<file path="src/rtl/int_divider.sv">
// Fixed-latency restoring integer divider: WIDTH cycles of shift/subtract, then one FIX cycle.
// Define DIV_SIGNED_EN for two's-complement operands; the default build is unsigned.
module int_divider #(
  parameter int WIDTH = 16
) (
  input  logic             clk,
  input  logic             rst,
  input  logic [WIDTH-1:0] x,
  input  logic [WIDTH-1:0] y,
  input  logic             start,
  output logic [WIDTH-1:0] q,
  output logic [WIDTH-1:0] r,
  output logic             busy,
  output logic             done,
  output logic             div_by_zero
);

  localparam int CW = (WIDTH > 1) ? $clog2(WIDTH) : 1;
  localparam logic [CW-1:0] LAST_STEP = CW'(WIDTH - 1);

  typedef enum logic [1:0] {
    IDLE = 2'd0,
    CALC = 2'd1,
    FIX  = 2'd2
  } state_t;

  state_t           state_q, state_d;
  logic [WIDTH:0]   rem_q, rem_d;
  logic [WIDTH-1:0] quo_q, quo_d;
  logic [WIDTH-1:0] div_q, div_d;
  logic [CW-1:0]    cnt_q, cnt_d;
  logic             zero_q, zero_d;
  logic [WIDTH-1:0] q_q, q_d;
  logic [WIDTH-1:0] r_q, r_d;
  logic             busy_q, busy_d;
  logic             done_q, done_d;
  logic             dbz_q, dbz_d;
`ifdef DIV_SIGNED_EN
  logic             neg_q_q, neg_q_d;
  logic             neg_r_q, neg_r_d;

  function automatic logic [WIDTH-1:0] neg_if(input logic [WIDTH-1:0] v, input logic neg);
    return neg ? (~v + {{(WIDTH-1){1'b0}}, 1'b1}) : v;
  endfunction
`endif

  logic [WIDTH:0] shifted_s;
  logic [WIDTH:0] diff_s;
  logic           ge_s;

  // Next-state, datapath and output computation.
  always_comb begin
    state_d   = state_q;
    rem_d     = rem_q;
    quo_d     = quo_q;
    div_d     = div_q;
    cnt_d     = cnt_q;
    zero_d    = zero_q;
    q_d       = q_q;
    r_d       = r_q;
    busy_d    = busy_q;
    done_d    = 1'b0;
    dbz_d     = dbz_q;
`ifdef DIV_SIGNED_EN
    neg_q_d   = neg_q_q;
    neg_r_d   = neg_r_q;
`endif
    shifted_s = {rem_q[WIDTH-1:0], quo_q[WIDTH-1]};
    diff_s    = shifted_s - {1'b0, div_q};
    ge_s      = (shifted_s >= {1'b0, div_q});

    case (state_q)
      IDLE: begin
        if (start) begin
          busy_d = 1'b1;
          dbz_d  = 1'b0;
          cnt_d  = '0;
          rem_d  = '0;
          zero_d = (y == '0);
`ifdef DIV_SIGNED_EN
          quo_d   = neg_if(x, x[WIDTH-1]);
          div_d   = neg_if(y, y[WIDTH-1]);
          neg_q_d = x[WIDTH-1] ^ y[WIDTH-1];
          neg_r_d = x[WIDTH-1];
`else
          quo_d   = x;
          div_d   = y;
`endif
          state_d = (y == '0) ? FIX : CALC;
        end else begin
          state_d = IDLE;
        end
      end
      CALC: begin
        // One restoring step; the extra remainder bit keeps the compare exact.
        if (ge_s) begin
          rem_d = diff_s;
          quo_d = {quo_q[WIDTH-2:0], 1'b1};
        end else begin
          rem_d = shifted_s;
          quo_d = {quo_q[WIDTH-2:0], 1'b0};
        end
        cnt_d = cnt_q + {{(CW-1){1'b0}}, 1'b1};
        if (cnt_q == LAST_STEP) begin
          state_d = FIX;
        end else begin
          state_d = CALC;
        end
      end
      FIX: begin
        busy_d  = 1'b0;
        done_d  = 1'b1;
        state_d = IDLE;
        if (zero_q) begin
          // quo still holds the (magnitude of the) dividend, so r recovers x.
          q_d   = '1;
          dbz_d = 1'b1;
`ifdef DIV_SIGNED_EN
          r_d   = neg_if(quo_q, neg_r_q);
`else
          r_d   = quo_q;
`endif
        end else begin
          dbz_d = 1'b0;
`ifdef DIV_SIGNED_EN
          q_d   = neg_if(quo_q, neg_q_q);
          r_d   = neg_if(rem_q[WIDTH-1:0], neg_r_q);
`else
          q_d   = quo_q;
          r_d   = rem_q[WIDTH-1:0];
`endif
        end
      end
      default: begin
        state_d = IDLE;
      end
    endcase
  end

  // State and output registers.
  always_ff @(posedge clk or posedge rst) begin
    if (rst) begin
      state_q <= IDLE;
      rem_q   <= '0;
      quo_q   <= '0;
      div_q   <= '0;
      cnt_q   <= '0;
      zero_q  <= 1'b0;
      q_q     <= '0;
      r_q     <= '0;
      busy_q  <= 1'b0;
      done_q  <= 1'b0;
      dbz_q   <= 1'b0;
`ifdef DIV_SIGNED_EN
      neg_q_q <= 1'b0;
      neg_r_q <= 1'b0;
`endif
    end else begin
      state_q <= state_d;
      rem_q   <= rem_d;
      quo_q   <= quo_d;
      div_q   <= div_d;
      cnt_q   <= cnt_d;
      zero_q  <= zero_d;
      q_q     <= q_d;
      r_q     <= r_d;
      busy_q  <= busy_d;
      done_q  <= done_d;
      dbz_q   <= dbz_d;
`ifdef DIV_SIGNED_EN
      neg_q_q <= neg_q_d;
      neg_r_q <= neg_r_d;
`endif
    end
  end

  assign q           = q_q;
  assign r           = r_q;
  assign busy        = busy_q;
  assign done        = done_q;
  assign div_by_zero = dbz_q;

endmodule

</file>
<file path="config.mk">
export PLATFORM = sky130hd
export DESIGN_NAME = int_divider
export DESIGN_NICKNAME = d
export VERILOG_FILES = /design/src/rtl/int_divider.sv
export SDC_FILE = /design/constraint.sdc
export NUM_CORES = 1
export LEC_CHECK = 0
export CAP_MARGIN = 10
export CORE_UTILIZATION = 40
export DETAILED_ROUTE_END_ITERATION = 10
export HOLD_SLACK_MARGIN = 0.02
export SLEW_MARGIN = 40
export SYNTH_ARGS = -nofsm -noshare
export SYNTH_HDL_FRONTEND = slang
export SYNTH_SLANG_ARGS = --single-unit
</file>
<file path="constraint.sdc">
create_clock -name clk -period 4.6 [get_ports clk]
set_input_delay 0.92 -clock clk [delete_from_list [all_inputs] [get_ports clk]]
set_output_delay 0.92 -clock clk [all_outputs]
set_load 0.03 [all_outputs]
</file>
; Word-level counts from Yosys, hierarchy flattened
; Index checks and enable logic that the tools add are counted.
[totals]
wordCells = 45
register_bits = 90
output_inout_bits = 35
[op_classes]
n_reduce_logical = 7
n_addsub = 2
n_lt_le_gt_ge = 1
eq_ne = 4
muxes = 20
[op_table]
columns = cell, n
row1 = two-way mux 16 bit, 5
row2 = one-hot mux 16 bit (2 select lines), 2
row3 = greater-or-equal comparator 17 x 16 -> 1 bit, 1
row4 = zero test 16 bit, 1
row5 = subtractor 16 bit, 1
row6 = one-hot mux 4 bit (2 select lines), 1
row7 = two-way mux 2 bit, 3
row8 = AND reduction 2 bit, 3
row9 = two-way mux 1 bit, 5
row10 = "adder 4 x 1 -> 4 bit, second input constant", 1
row11 = "== test 4 bit, second input constant", 1
row12 = two-way mux 4 bit, 1
row13 = one-hot mux 1 bit (2 select lines), 2
row14 = one-hot mux 2 bit (2 select lines), 1
row15 = nonzero test 2 bit, 2
row16 = "== test 2 x 1 -> 1 bit, second input constant", 1
row17 = "== test 2 bit, second input constant", 1
row18 = zero test 2 bit, 1
row19 = "!= test 2 bit, second input constant", 1

; Depth between registers and ports, before layout
[depth]
word_depth = 4
mapped_depth = 11
depth_no_buf = 10

; Least setup slack after synthesis
; OpenSTA, ideal clock, no wires.
[synth_timing]
path_kind = reg-to-reg
from = register rem_q[4]
to = register rem_q[11]
setup_time_ns = 0.129
t_arrival_ns = 1.956
synth_period_minus_slack_ns = 2.085
required_ns = 4.471
stages_incl_launch_ff = 10
setup_slack_ns = 2.515
cell_sequence = dfrtp_1 > ha_1 > o21a_2 > nand4_1 > a31oi_2 > nor3_4 > o31a_4 > buf_6 > a32oi_1 > o31ai_1
[synth_between]
elab_chain_cells = 3
elab_cells_between_ends = 4
[synth_rtl]
columns = element, line
row1 = start: declaration, 28  ; logic [WIDTH:0] rem_q, rem_d;
row2 = start signal: assignment, 160  ; rem_q <= rem_d;
row3 = subtractor 16 bit / greater-or-equal comparator 17 x 16 -> 1 bit (equally long branches), "69, 70"
row4 = two-way mux 16 bit *, 96  ; if (ge_s) begin
row5 = one-hot mux 16 bit (2 select lines) *, 72  ; case (state_q)
; Mark *: on every way between the ends. The rest lies on a longest branch, timed or not.
; A chain may end at the register's enable or synchronous reset.

; Final worst setup path
[layout_timing]
from = input start
to = register rem_q[0]
[layout_between]
elab_chain_cells = 2
[layout_rtl]
columns = element, line
row1 = start: declaration, 10  ; input logic start,
row2 = != test 2 bit (no source line), -
row3 = AND reduction 2 bit (no source line), -
; No other way between the ends.

==> out/qor.csv <==
metric,value,unit
grt_antenna_before_repair,0,
portBuffers,69,
worstPathRequired,4.83,ns
min_period_over_period,58.2,%
synthArstFlopShare,100,%
endpoint_kind,flip-flop,
syn2layout_area_growth,23.7,%
synth.yosys.warnings,0,
crit_chain,clkdlybuf4s50_1 > o21bai_2 > buf_4 > nand2_1 > o311ai_2,
setup_slack,1.92,ns
synth-seq-cells,90,
design_area,5910,um^2
yosysSeqAreaShare,47.1,%
post_synth_num_cell_types,49,
path_max_fanout,19,
worstSetupStartpointType,input pin,
cts-root-buf,clkbuf_16,
cpPeakStageDelay,0.74,ns
ir_drop,0.000244,V
slowest_stage,o21bai_2,
dieArea,12400,um^2
min_path_type,reg2reg,
drt-initial-drc-count,224,
skew,0.00728,ns
ant_nets,0,
grt_usage,18.9,%
slew-limit-headroom,49.8,%
critPathLaunch,start,
r2r-start,quo_q[15]$_DFFE_PP0P_,
wl_per_cell,15.3,um
crit_type,in2reg,
preCtsSetupSlack,1.56,ns
drc_errors,12,
die_w,111,um
place_area,5560,um^2
tightestPinTransition,0.752,ns
initial_core_util,41.5,%
nNetsFinal,631,
grt_pass1_wl,18.5,mm
holdCritStartpoint,q[5]$_DFFE_PP0P_,
clock_latency,0.34,ns
final_util,51.3,%
cts_tree,built,
synthCells,524,
ctsHoldBuffers,0,
clk_path_buf_depth,2,
grt_pass1_vias,3773,
gp_congestion,0.980,
syn_area,4780,um^2
fin_setup_tns,0,ns
status,"finished, violations left",
ys.flop_type,dfrtp_1,
die_y,111,um
hold_depth,2,
overflow,0,
clkTransAtPathRegs,0.06,ns
insertedDiodeCount,0,
power.density,754,nW/um^2
vias_per_cell,5.33,
timing_hold_violations_final,0,
violations,design-rule violations,
core,11500,um^2
maxCapViolations,0,
ios,70,
cts_buffers,9,
dp_hpwl,8.23,mm
max_freq,374,MHz
rows,39,
avgSynthCellArea,9.12,um^2
syn_nets,577,
setup_violations,0,
arrival,2.91,ns
cts-resized-gates,0,
grt_max_degree,53,
clock_sinks,90,
report.final.slew_viol_count,0,
wl,11.1,mm
cts_setup_buffers,0,
drt_pass1_iterations,7,
via_count,3869,
drive_gt1_share,5.83,%
ctsHtreeMaxLevel,3,
rsz0062_at_grt,false,
power_leakage,2.62,nW
r2r_cells,10,
synth_edf_count,0,
finalCriticalPeriod,2.68,ns
## cells by family after synthesis
kind of cell	Yosys count	share of synthesized area, %
and+or+nand+nor	183	18.3
AOI/OAI and AO/OA	151	19.4
DFF	90	47.1
buffers and inverters	54	4.74
adders and majority gates	18	4.87
muxes	17	3.56
xor gates and xnor gates	11	2.02
## layer usage
metal / wire (um) / GRT usage, % / vias to the layer above
met3: 506 / 2.90 / 11
li1: - / - / 1961
met4: 180 / 9.37 / 0
met2: 5000 / 29.6 / 96
met5: 0 / 0 / -
met1: 5410 / 25.5 / 1801
## power by group
group	switching, mW	total [mW]	internal (mW)
combinational	1.26	2.22	0.960
clock	0.319	0.856	0.537
sequential	0.276	1.38	1.10
total	1.86	4.45	2.60
## through the flow
step / cells / hold slack (ns) / total power, mW
detailed placement: 710 / 0.457 / 3.60
CTS: 726 / 0.472 / 4.47
global placement: 710 / 0.449 / 3.56
global route: 726 / 0.495 / 4.81
floorplan: 524 / 0.450 / 3.06
finish: 726 / 0.466 / 4.45
## state kept, by name, indices dropped and copies added (netlist names)
name	count
state_q	2
busy	1
q	16
cnt_q	4
done	1
quo_q	16
div_q	16
zero_q	1
rem_q	16
r	16
div_by_zero	1
## path summary, 6_finish.rpt
check                                         to  slack (ns)
setup reg to reg           rem_q[12]$_DFFE_PP0P_        2.10
setup / recovery            rem_q[0]$_DFFE_PP0P_        1.92
min in group asynchronous      q[12]$_DFFE_PP0P_        0.95
hold / removal                  q[5]$_DFFE_PP0P_        0.47
max in group asynchronous  rem_q[13]$_DFFE_PP0P_        2.94
hold reg to reg                 q[5]$_DFFE_PP0P_        0.47
## cells in the mapped netlist (all sizes together) (4+ instances only)
| cell type | n | share of area (%) |
|---|---|---|
| nand2 | 112 | 8.8 |
| dfrtp | 90 | 47 |
| o21ai | 83 | 8.7 |
| a21oi | 28 | 2.9 |
| clkbuf | 25 | 2.0 |
| inv | 22 | 1.7 |
| ha | 17 | 4.5 |
| mux2i | 17 | 3.6 |
| nand3 | 15 | 1.6 |
| and3b | 14 | 2.6 |
| nor2 | 10 | 0.79 |
| a32oi | 9 | 1.7 |
| nand2b | 9 | 1.2 |
| xnor2 | 9 | 1.7 |
| buf | 7 | 1.0 |
| nand4 | 6 | 0.79 |
| nor4 | 5 | 0.65 |
| o21bai | 5 | 0.79 |
| o31ai | 5 | 1.1 |
| o21a | 4 | 0.65 |
| o311ai | 4 | 1.0 |
## final cells by class
type | count | area [um^2]
fillers | 1092 | 5610
multi-input cells | 380 | 2300
flip-flops and latches | 90 | 2250
repair buffers | 75 | 736
clock buffers | 9 | 225
well taps | 143 | 179
clock inverters | 7 | 124
inverters | 22 | 87.6
## placed cells by master (no fill, tap or decap), drive strengths merged, types with 6 or more instances in the layout
cell	Yosys	routed
a21oi	28	28
nor2	10	10
nand2	112	112
o21ai	83	83
a32oi	9	9
nand4	6	6
xnor2	9	9
dfrtp	90	90
inv	22	23
nand2b	9	9
clkdlybuf4s50	0	69
nand3	15	15
and3b	14	14
ha	17	17
buf	7	6
clkbuf	25	9
mux2i	17	17
## critical path, delay by kind of cell
| kind | cells | cell delay, ns |
|---|---|---|
| AND/OR/NAND/NOR | 1 | 0.09 |
| buffers and inverters | 2 | 1.06 |
| AO/OA/AOI/OAI | 2 | 0.82 |
Note: power is estimated with default switching activity, not from simulation.
